<file path="config.mk">
export PLATFORM = sky130hd
export DESIGN_NAME = evr_multi_pulse_gen
export DESIGN_NICKNAME = d
export VERILOG_FILES = /design/src/rtl/evr_multi_pulse_gen.sv
export SDC_FILE = /design/constraint.sdc
export NUM_CORES = 2
export LEC_CHECK = 0
export CORE_AREA = 2 2 302 304
export CTS_BUF_LIST = sky130_fd_sc_hd__clkbuf_16
export DETAILED_ROUTE_END_ITERATION = 8
export DIE_AREA = 0 0 304 306
export GPL_ROUTABILITY_DRIVEN = 0
export SLEW_MARGIN = 10
export SYNTH_ARGS = -nofsm -noshare
export SYNTH_HDL_FRONTEND = slang
export SYNTH_SLANG_ARGS = --single-unit
</file>
<file path="constraint.sdc">
create_clock -name Clk -period 5.8 [get_ports Clk]
set_input_delay 1.16 -clock Clk [delete_from_list [all_inputs] [get_ports Clk]]
set_output_delay 1.16 -clock Clk [all_outputs]
set_load 0.02 [all_outputs]
</file>
<file path="src/rtl/evr_multi_pulse_gen.sv">
// Purpose : NUM_CH independent event-triggered delay/width pulse generators for the EVR receive path.
// Latency : match at cycle T -> ts_valid at T+1; pulse starts at T+D+1 (T+1 when D=0) and lasts W cycles.
// Backpres: none. Every cycle's event code is consumed. Matches while busy are counted, or restart the channel when RETRIG=1.
//
// Ports:
//   Clk, reset_n      recovered receive clock, asynchronous active-low reset
//   EventStream       decoded event code per cycle (0x00 = no event)
//   TimeStamp         64-bit time-of-day, synchronous to Clk
//   ch_enable         per-channel enable; deasserting it forces the channel idle at the next edge
//   ch_code           per-channel event code, channel i in bits [8i+7:8i]; code 0x00 never matches
//   ch_delay          per-channel delay in cycles (DLY_W bits each)
//   ch_width          per-channel pulse width in cycles (WID_W bits each); 0 = no pulse
//   ch_pol            per-channel polarity (0 = active-high, 1 = active-low)
//   cnt_clear         per-channel synchronous clear of the event counter
//   pulse_out         channel pulses, decoded from registered state
//   busy              channel is in DELAY or PULSE
//   ts_valid          1-cycle strobe when ts_latched updates
//   ts_latched        TimeStamp captured at the accepted match (64 bits each)
//   evt_count         number of matches seen (CNT_W bits each, wraps)
module evr_multi_pulse_gen #(
   parameter int NUM_CH = 4,
   parameter int DLY_W  = 32,
   parameter int WID_W  = 32,
   parameter int CNT_W  = 32,
   parameter int RETRIG = 0
) (
   input  logic                      Clk,
   input  logic                      reset_n,
   input  logic [7:0]                EventStream,
   input  logic [63:0]               TimeStamp,
   input  logic [NUM_CH-1:0]         ch_enable,
   input  logic [NUM_CH*8-1:0]       ch_code,
   input  logic [NUM_CH*DLY_W-1:0]   ch_delay,
   input  logic [NUM_CH*WID_W-1:0]   ch_width,
   input  logic [NUM_CH-1:0]         ch_pol,
   input  logic [NUM_CH-1:0]         cnt_clear,
   output logic [NUM_CH-1:0]         pulse_out,
   output logic [NUM_CH-1:0]         busy,
   output logic [NUM_CH-1:0]         ts_valid,
   output logic [NUM_CH*64-1:0]      ts_latched,
   output logic [NUM_CH*CNT_W-1:0]   evt_count
);

   typedef enum logic [1:0] {
      ST_IDLE  = 2'd0,
      ST_DELAY = 2'd1,
      ST_PULSE = 2'd2
   } state_t;

   localparam logic RETRIG_EN = (RETRIG != 0);

   for (genvar g = 0; g < NUM_CH; g++) begin : g_ch

      // Per-channel configuration slices
      logic [7:0]       w_code;
      logic [DLY_W-1:0] w_dly;
      logic [WID_W-1:0] w_wid;
      logic             w_match;
      logic             w_accept;

      // Channel state
      state_t           r_state;
      logic [DLY_W-1:0] r_dly_cnt;
      logic [WID_W-1:0] r_wid_cnt;
      logic             r_pulse;
      logic             r_busy;
      logic             r_ts_vld;
      logic [63:0]      r_ts;
      logic [CNT_W-1:0] r_cnt;

      assign w_code = ch_code[g*8 +: 8];
      assign w_dly  = ch_delay[g*DLY_W +: DLY_W];
      assign w_wid  = ch_width[g*WID_W +: WID_W];

      // A disabled channel never matches, so it neither counts nor restarts.
      assign w_match  = ch_enable[g] && (w_code != 8'h00) && (EventStream == w_code);
      assign w_accept = w_match && (RETRIG_EN || (r_state == ST_IDLE));

      // Sequencer. D and W are captured on acceptance: the delay counter runs
      // down from D, and the width counter holds W through the delay phase
      // before running down from W during the pulse.
      always_ff @(posedge Clk or negedge reset_n) begin
         if (!reset_n) begin
            r_state   <= ST_IDLE;
            r_dly_cnt <= '0;
            r_wid_cnt <= '0;
            r_pulse   <= 1'b0;
            r_busy    <= 1'b0;
            r_ts_vld  <= 1'b0;
            r_ts      <= '0;
         end else begin
            r_ts_vld <= 1'b0;
            if (!ch_enable[g]) begin
               r_state <= ST_IDLE;
               r_pulse <= 1'b0;
               r_busy  <= 1'b0;
            end else if (w_accept) begin
               r_ts      <= TimeStamp;
               r_ts_vld  <= 1'b1;
               r_dly_cnt <= w_dly;
               r_wid_cnt <= w_wid;
               if (w_dly != '0) begin
                  r_state <= ST_DELAY;
                  r_pulse <= 1'b0;
                  r_busy  <= 1'b1;
               end else if (w_wid != '0) begin
                  // A zero-delay retrigger during PULSE keeps the pulse high
                  r_state <= ST_PULSE;
                  r_pulse <= 1'b1;
                  r_busy  <= 1'b1;
               end else begin
                  r_state <= ST_IDLE;
                  r_pulse <= 1'b0;
                  r_busy  <= 1'b0;
               end
            end else begin
               case (r_state)
                  ST_DELAY: begin
                     if (r_dly_cnt == DLY_W'(1)) begin
                        if (r_wid_cnt != '0) begin
                           r_state <= ST_PULSE;
                           r_pulse <= 1'b1;
                           r_busy  <= 1'b1;
                        end else begin
                           r_state <= ST_IDLE;
                           r_pulse <= 1'b0;
                           r_busy  <= 1'b0;
                        end
                     end else begin
                        r_dly_cnt <= r_dly_cnt - DLY_W'(1);
                     end
                  end
                  ST_PULSE: begin
                     if (r_wid_cnt == WID_W'(1)) begin
                        r_state <= ST_IDLE;
                        r_pulse <= 1'b0;
                        r_busy  <= 1'b0;
                     end else begin
                        r_wid_cnt <= r_wid_cnt - WID_W'(1);
                     end
                  end
                  default: begin
                     r_state <= ST_IDLE;
                     r_pulse <= 1'b0;
                     r_busy  <= 1'b0;
                  end
               endcase
            end
         end
      end

      // Event counter. A clear that coincides with a match yields 1, so that
      // match is not lost.
      always_ff @(posedge Clk or negedge reset_n) begin
         if (!reset_n) begin
            r_cnt <= '0;
         end else if (cnt_clear[g]) begin
            r_cnt <= w_match ? CNT_W'(1) : '0;
         end else if (w_match) begin
            r_cnt <= r_cnt + CNT_W'(1);
         end
      end

      // Polarity is static configuration, so it is XORed with the registered
      // pulse flag. This keeps the output glitch-free and makes reset show
      // the inactive level immediately.
      assign pulse_out[g]                 = r_pulse ^ ch_pol[g];
      assign busy[g]                      = r_busy;
      assign ts_valid[g]                  = r_ts_vld;
      assign ts_latched[g*64 +: 64]       = r_ts;
      assign evt_count[g*CNT_W +: CNT_W]  = r_cnt;
   end

endmodule
</file>
==> implementation parameters <==
Parameter                              Value

Yosys
  Top-area cell type share of the netlist area ... 48.98%
  Yosys reg bits ... 656
  Count of flip-flops with a built-in enable after synthesis ... 0
  Netlist area before placement ... 33510 um2
  Most common flop cell mapped by yosys ... sky130_fd_sc_hd__dfrtp_1
  Leading area contributor after synthesis ... sky130_fd_sc_hd__dfrtp_1
  Total number of yosys warnings ... 0
  Seq/Total Area, Yosys ... 48.98%
  Post-synthesis cell type count ... 88
  Cells after synthesis ... 3837
  Net count of the mapped netlist ... 4231
  Mean Syn Cell Area ... 8.734 um2
  Cell types occupying the most area after synthesis ... sky130_fd_sc_hd__dfrtp_1 (49%), sky130_fd_sc_hd__nand2_1 (12%), sky130_fd_sc_hd__xnor2_1 (4.4%)
  Share of async-settable or async-resettable flops after synthesis ... 100.0%

Die
  Total number of placement rows ... 110
  Core Box Area ... 89600 um2
  I/O pins ... 770
  X dimension of the die ... 304 um
  Die H ... 306 um
  Die ar. ... 93020 um2
  Initial Utilization ... 37.40%

Clock tree
  CTS-repair resized insts ... 0
  CTS HTree Levels ... 3
  Number of buffers created by CTS ... 76
  Clock latency on the worst-skew pair ... 0.64 ns
  Clock Path Buffers ... 3
  Clock tree from TritonCTS ... yes
  Total clock sinks ... 656
  Post-CTS Hold Buffers ... 0
  Clock transition at the register clock pins on the worst setup and hold paths after CTS ... 0.06 ns
  Root cell of the clock tree ... sky130_fd_sc_hd__clkbuf_16
  Number of buffers inserted by post-CTS setup repair ... 0

Place
  Post-placement cell area ... 42320 um2
  Total half-perimeter wirelength after legalization and detailed placement ... 93300 um
  PortBufs ... 769

Timing
  Max-slew violations ... 0
  Share of the clock period used by the worst path after layout ... 70.50%
  Final Critical Period ... 4.089 ns
  Number of hold violations in the final report ... 0
  Setup skew after layout ... 0.04034 ns
  Remaining max-slew budget at the tightest pin ... 20.88%
  Maximum clock frequency ... 0.2445 GHz
  Unrepaired setup endpoints after global routing ... false
  Setup tns final ... 0 ns
  Final setup violation count ... 0
  Slew @ Worst Pin ... 1.172 ns

Drt
  1st-pass router iterations ... 5
  Routed wire per std cell ... 21.90 um
  Remaining antenna violation count ... 0
  Vias after detailed routing ... 31260
  Drt first-iter violations ... 2377
  Aggregate routed wire length ... 126600 um
  DRC violation count after routing ... 0
  Vias per inst ... 5.409

Setup path
  Most repeated library cell on the critical path ... sky130_fd_sc_hd__buf_4
  Startpoint of the lowest-slack register-to-register path ... g_ch[3].r_state[1]
  R2R Setup Slk ... 2.59 ns
  Startpoint type of the worst setup path ... input port
  Ordered cell list for the critical path ... clkdlybuf4s50_1 > nor4_1 > a211oi_1 > buf_4 > and3_1 > buf_4 > nand2_4 > buf_4 > nand2_1 > mux2_2
  Arrival @ worst endpoint ... 4.61 ns
  Depth of the worst register-to-register path ... 5
  Critical path data required time ... 6.32 ns
  Peak per-stage delay on the critical path ... 0.77 ns
  Type of element capturing the critical path ... register
  CP max-delay cell ... sky130_fd_sc_hd__buf_4
  Worst reg2reg path endpoint ... g_ch[3].r_wid_cnt[26]
  Top fanout value on the critical path ... 85
  Critical Setup Path Class ... input port to register

Flow run
  MaxCap Viol Count ... 0

Pwr
  Clock share of power ... 36.3%
  Flop pwr share ... 41.4%
  PD cells ... 294.3 nW/um2
  Reported net switching power ... 4.180 mW
  Part of the power in combinational logic ... 22.2%
  Switching share of power ... 31.71%
  Static Leakage ... 19.16 nW
  Worst supply voltage drop on vdd ... 248.0 uV
  Total internal power ... 9.000 mW

Min path
  Hold Crit Start ... g_ch[2].r_ts[48]
  Type of the worst min-delay path ... register to register
  Worst hold path cell count ... 2
  End of the worst hold path ... g_ch[2].r_ts[48]

Global route
  Pin count of the biggest net entering global routing ... 124
  Total global-route track usage ... 26.47%
  Vias in the first global route ... 30560
  Antenna violations before repair ... 11
  Global route overflow ... 0
  First-pass GRT wire length ... 192200 um

Layout
  Storage element area ... 16420 um2
  Syn-to-layout area delta ... 33.65%
  FILL cells ... 8548
  Post-route cell area ... 44790 um2
  Most common cell after layout, fill and taps aside ... sky130_fd_sc_hd__nand2_1
  Net count of the finished layout ... 4931
  Commonest cells after routing, fill and taps aside ... sky130_fd_sc_hd__nand2_1 (1052), sky130_fd_sc_hd__clkdlybuf4s50_1 (766), sky130_fd_sc_hd__dfrtp_1 (656)
  Multi-input combinational cell area ... 16090 um2
  Share of layout cells above drive strength 1 ... 5.136%

Outcome
  Outcome ... finished, final reports clean
## cell families after synthesis
kind of cell / count (synthesis) / synth area share, %
buf+inv: 249 / 3.080
mux: 19 / 0.6347
flops: 656 / 48.98
simple gates: 2107 / 29.78
compound gates: 487 / 8.957
fa+ha+maj: 20 / 0.7467
xor+xnor: 299 / 7.814
## worst max path at each step
| stage | startpoint | end | slack (ns) | depth (start not counted) |
|---|---|---|---|---|
| after CTS | EventStream[4] | g_ch[2].r_dly_cnt[12] | 1.72 | 9 |
| after detailed placement | EventStream[4] | g_ch[2].r_dly_cnt[11] | 1.07 | 8 |
| after global routing | EventStream[4] | g_ch[2].r_dly_cnt[12] | 1.50 | 9 |
| final | EventStream[2] | g_ch[3].r_dly_cnt[1] | 1.71 | 10 |
| after global placement | EventStream[4] | g_ch[2].r_dly_cnt[11] | 1.14 | 8 |
| after floorplan | EventStream[4] | g_ch[1].r_dly_cnt[11] | 2.58 | 10 |
## state kept, by name, summed over array words and instances, names as in the netlist
| signal | flops |
|---|---|
| g_ch.r_cnt | 128 |
| g_ch.r_ts | 256 |
| g_ch.r_busy | 4 |
| g_ch.r_state | 8 |
| g_ch.r_dly_cnt | 128 |
| g_ch.r_ts_vld | 4 |
| g_ch.r_wid_cnt | 128 |
## metal layers
| layer | GRT usage [%] | vias to the layer above | wire length, um |
|---|---|---|---|
| li1 | - | 14710 | - |
| met2 | 44.60 | 1014 | 61100 |
| met5 | 0 | - | 27 |
| met1 | 34.07 | 15340 | 53340 |
| met3 | 6.159 | 190 | 8689 |
| met4 | 7.254 | 4 | 3403 |
## area by class of cell
type                       instances  share of cell area (%)
antenna                            9                 0.05028
multi-input combinational       2932                   35.93
tap                             1176                   3.285
inverter                          54                  0.4749
clock inverter                    60                   1.221
clock buffer                      76                   4.246
sequential                       656                   36.65
timing repair buffer             817                   18.15
## power by group through the flow
stage                     clock [mW]  combinational (mW)  sequential, mW
after global placement             0                2.89            5.52
after floorplan                    0                1.52            5.63
after CTS                       4.90                2.93            5.45
after detailed placement           0                2.91            5.52
after global routing            5.08                3.20            5.53
final                           4.79                2.93            5.46
## critical path, delay by kind of cell
| kind | cells | cell delay (ns) |
|---|---|---|
| mux | 1 | 0.37 |
| buf+inv | 4 | 1.72 |
| simple gates | 4 | 1.11 |
| compound gates | 1 | 0.18 |
## synthesized netlist by cell type (20+ instances only)
cell and n:
sky130_fd_sc_hd__a21oi_1 113, sky130_fd_sc_hd__and3_1 34, sky130_fd_sc_hd__buf_2 32, sky130_fd_sc_hd__clkbuf_1 139
sky130_fd_sc_hd__dfrtp_1 656, sky130_fd_sc_hd__ha_1 20, sky130_fd_sc_hd__inv_1 53, sky130_fd_sc_hd__nand2_1 1053
sky130_fd_sc_hd__nand2b_1 22, sky130_fd_sc_hd__nand3_1 116, sky130_fd_sc_hd__nand4_1 69, sky130_fd_sc_hd__nor2_1 266
sky130_fd_sc_hd__nor3_1 145, sky130_fd_sc_hd__nor4_1 163, sky130_fd_sc_hd__o21ai_0 195, sky130_fd_sc_hd__or3_1 43
sky130_fd_sc_hd__or4_1 39, sky130_fd_sc_hd__xnor2_1 168, sky130_fd_sc_hd__xor2_1 131
## metrics by stage
| step | setup slack [ns] | std cells | hold slack [ns] | power (mW) | util (%) |
|---|---|---|---|---|---|
| floorplan | 2.582 | 3837 | 0.4886 | 7.149 | - |
| global placement | 1.140 | 5635 | 0.4481 | 8.408 | 47.24 |
| finish | 1.711 | 5780 | 0.4627 | 13.18 | 49.99 |
| global route | 1.500 | 5780 | 0.4835 | 13.81 | 49.99 |
| detailed placement | 1.065 | 5635 | 0.4546 | 8.435 | 47.24 |
| CTS | 1.721 | 5771 | 0.4679 | 13.28 | 49.97 |
(Power assumes the default switching activity.)
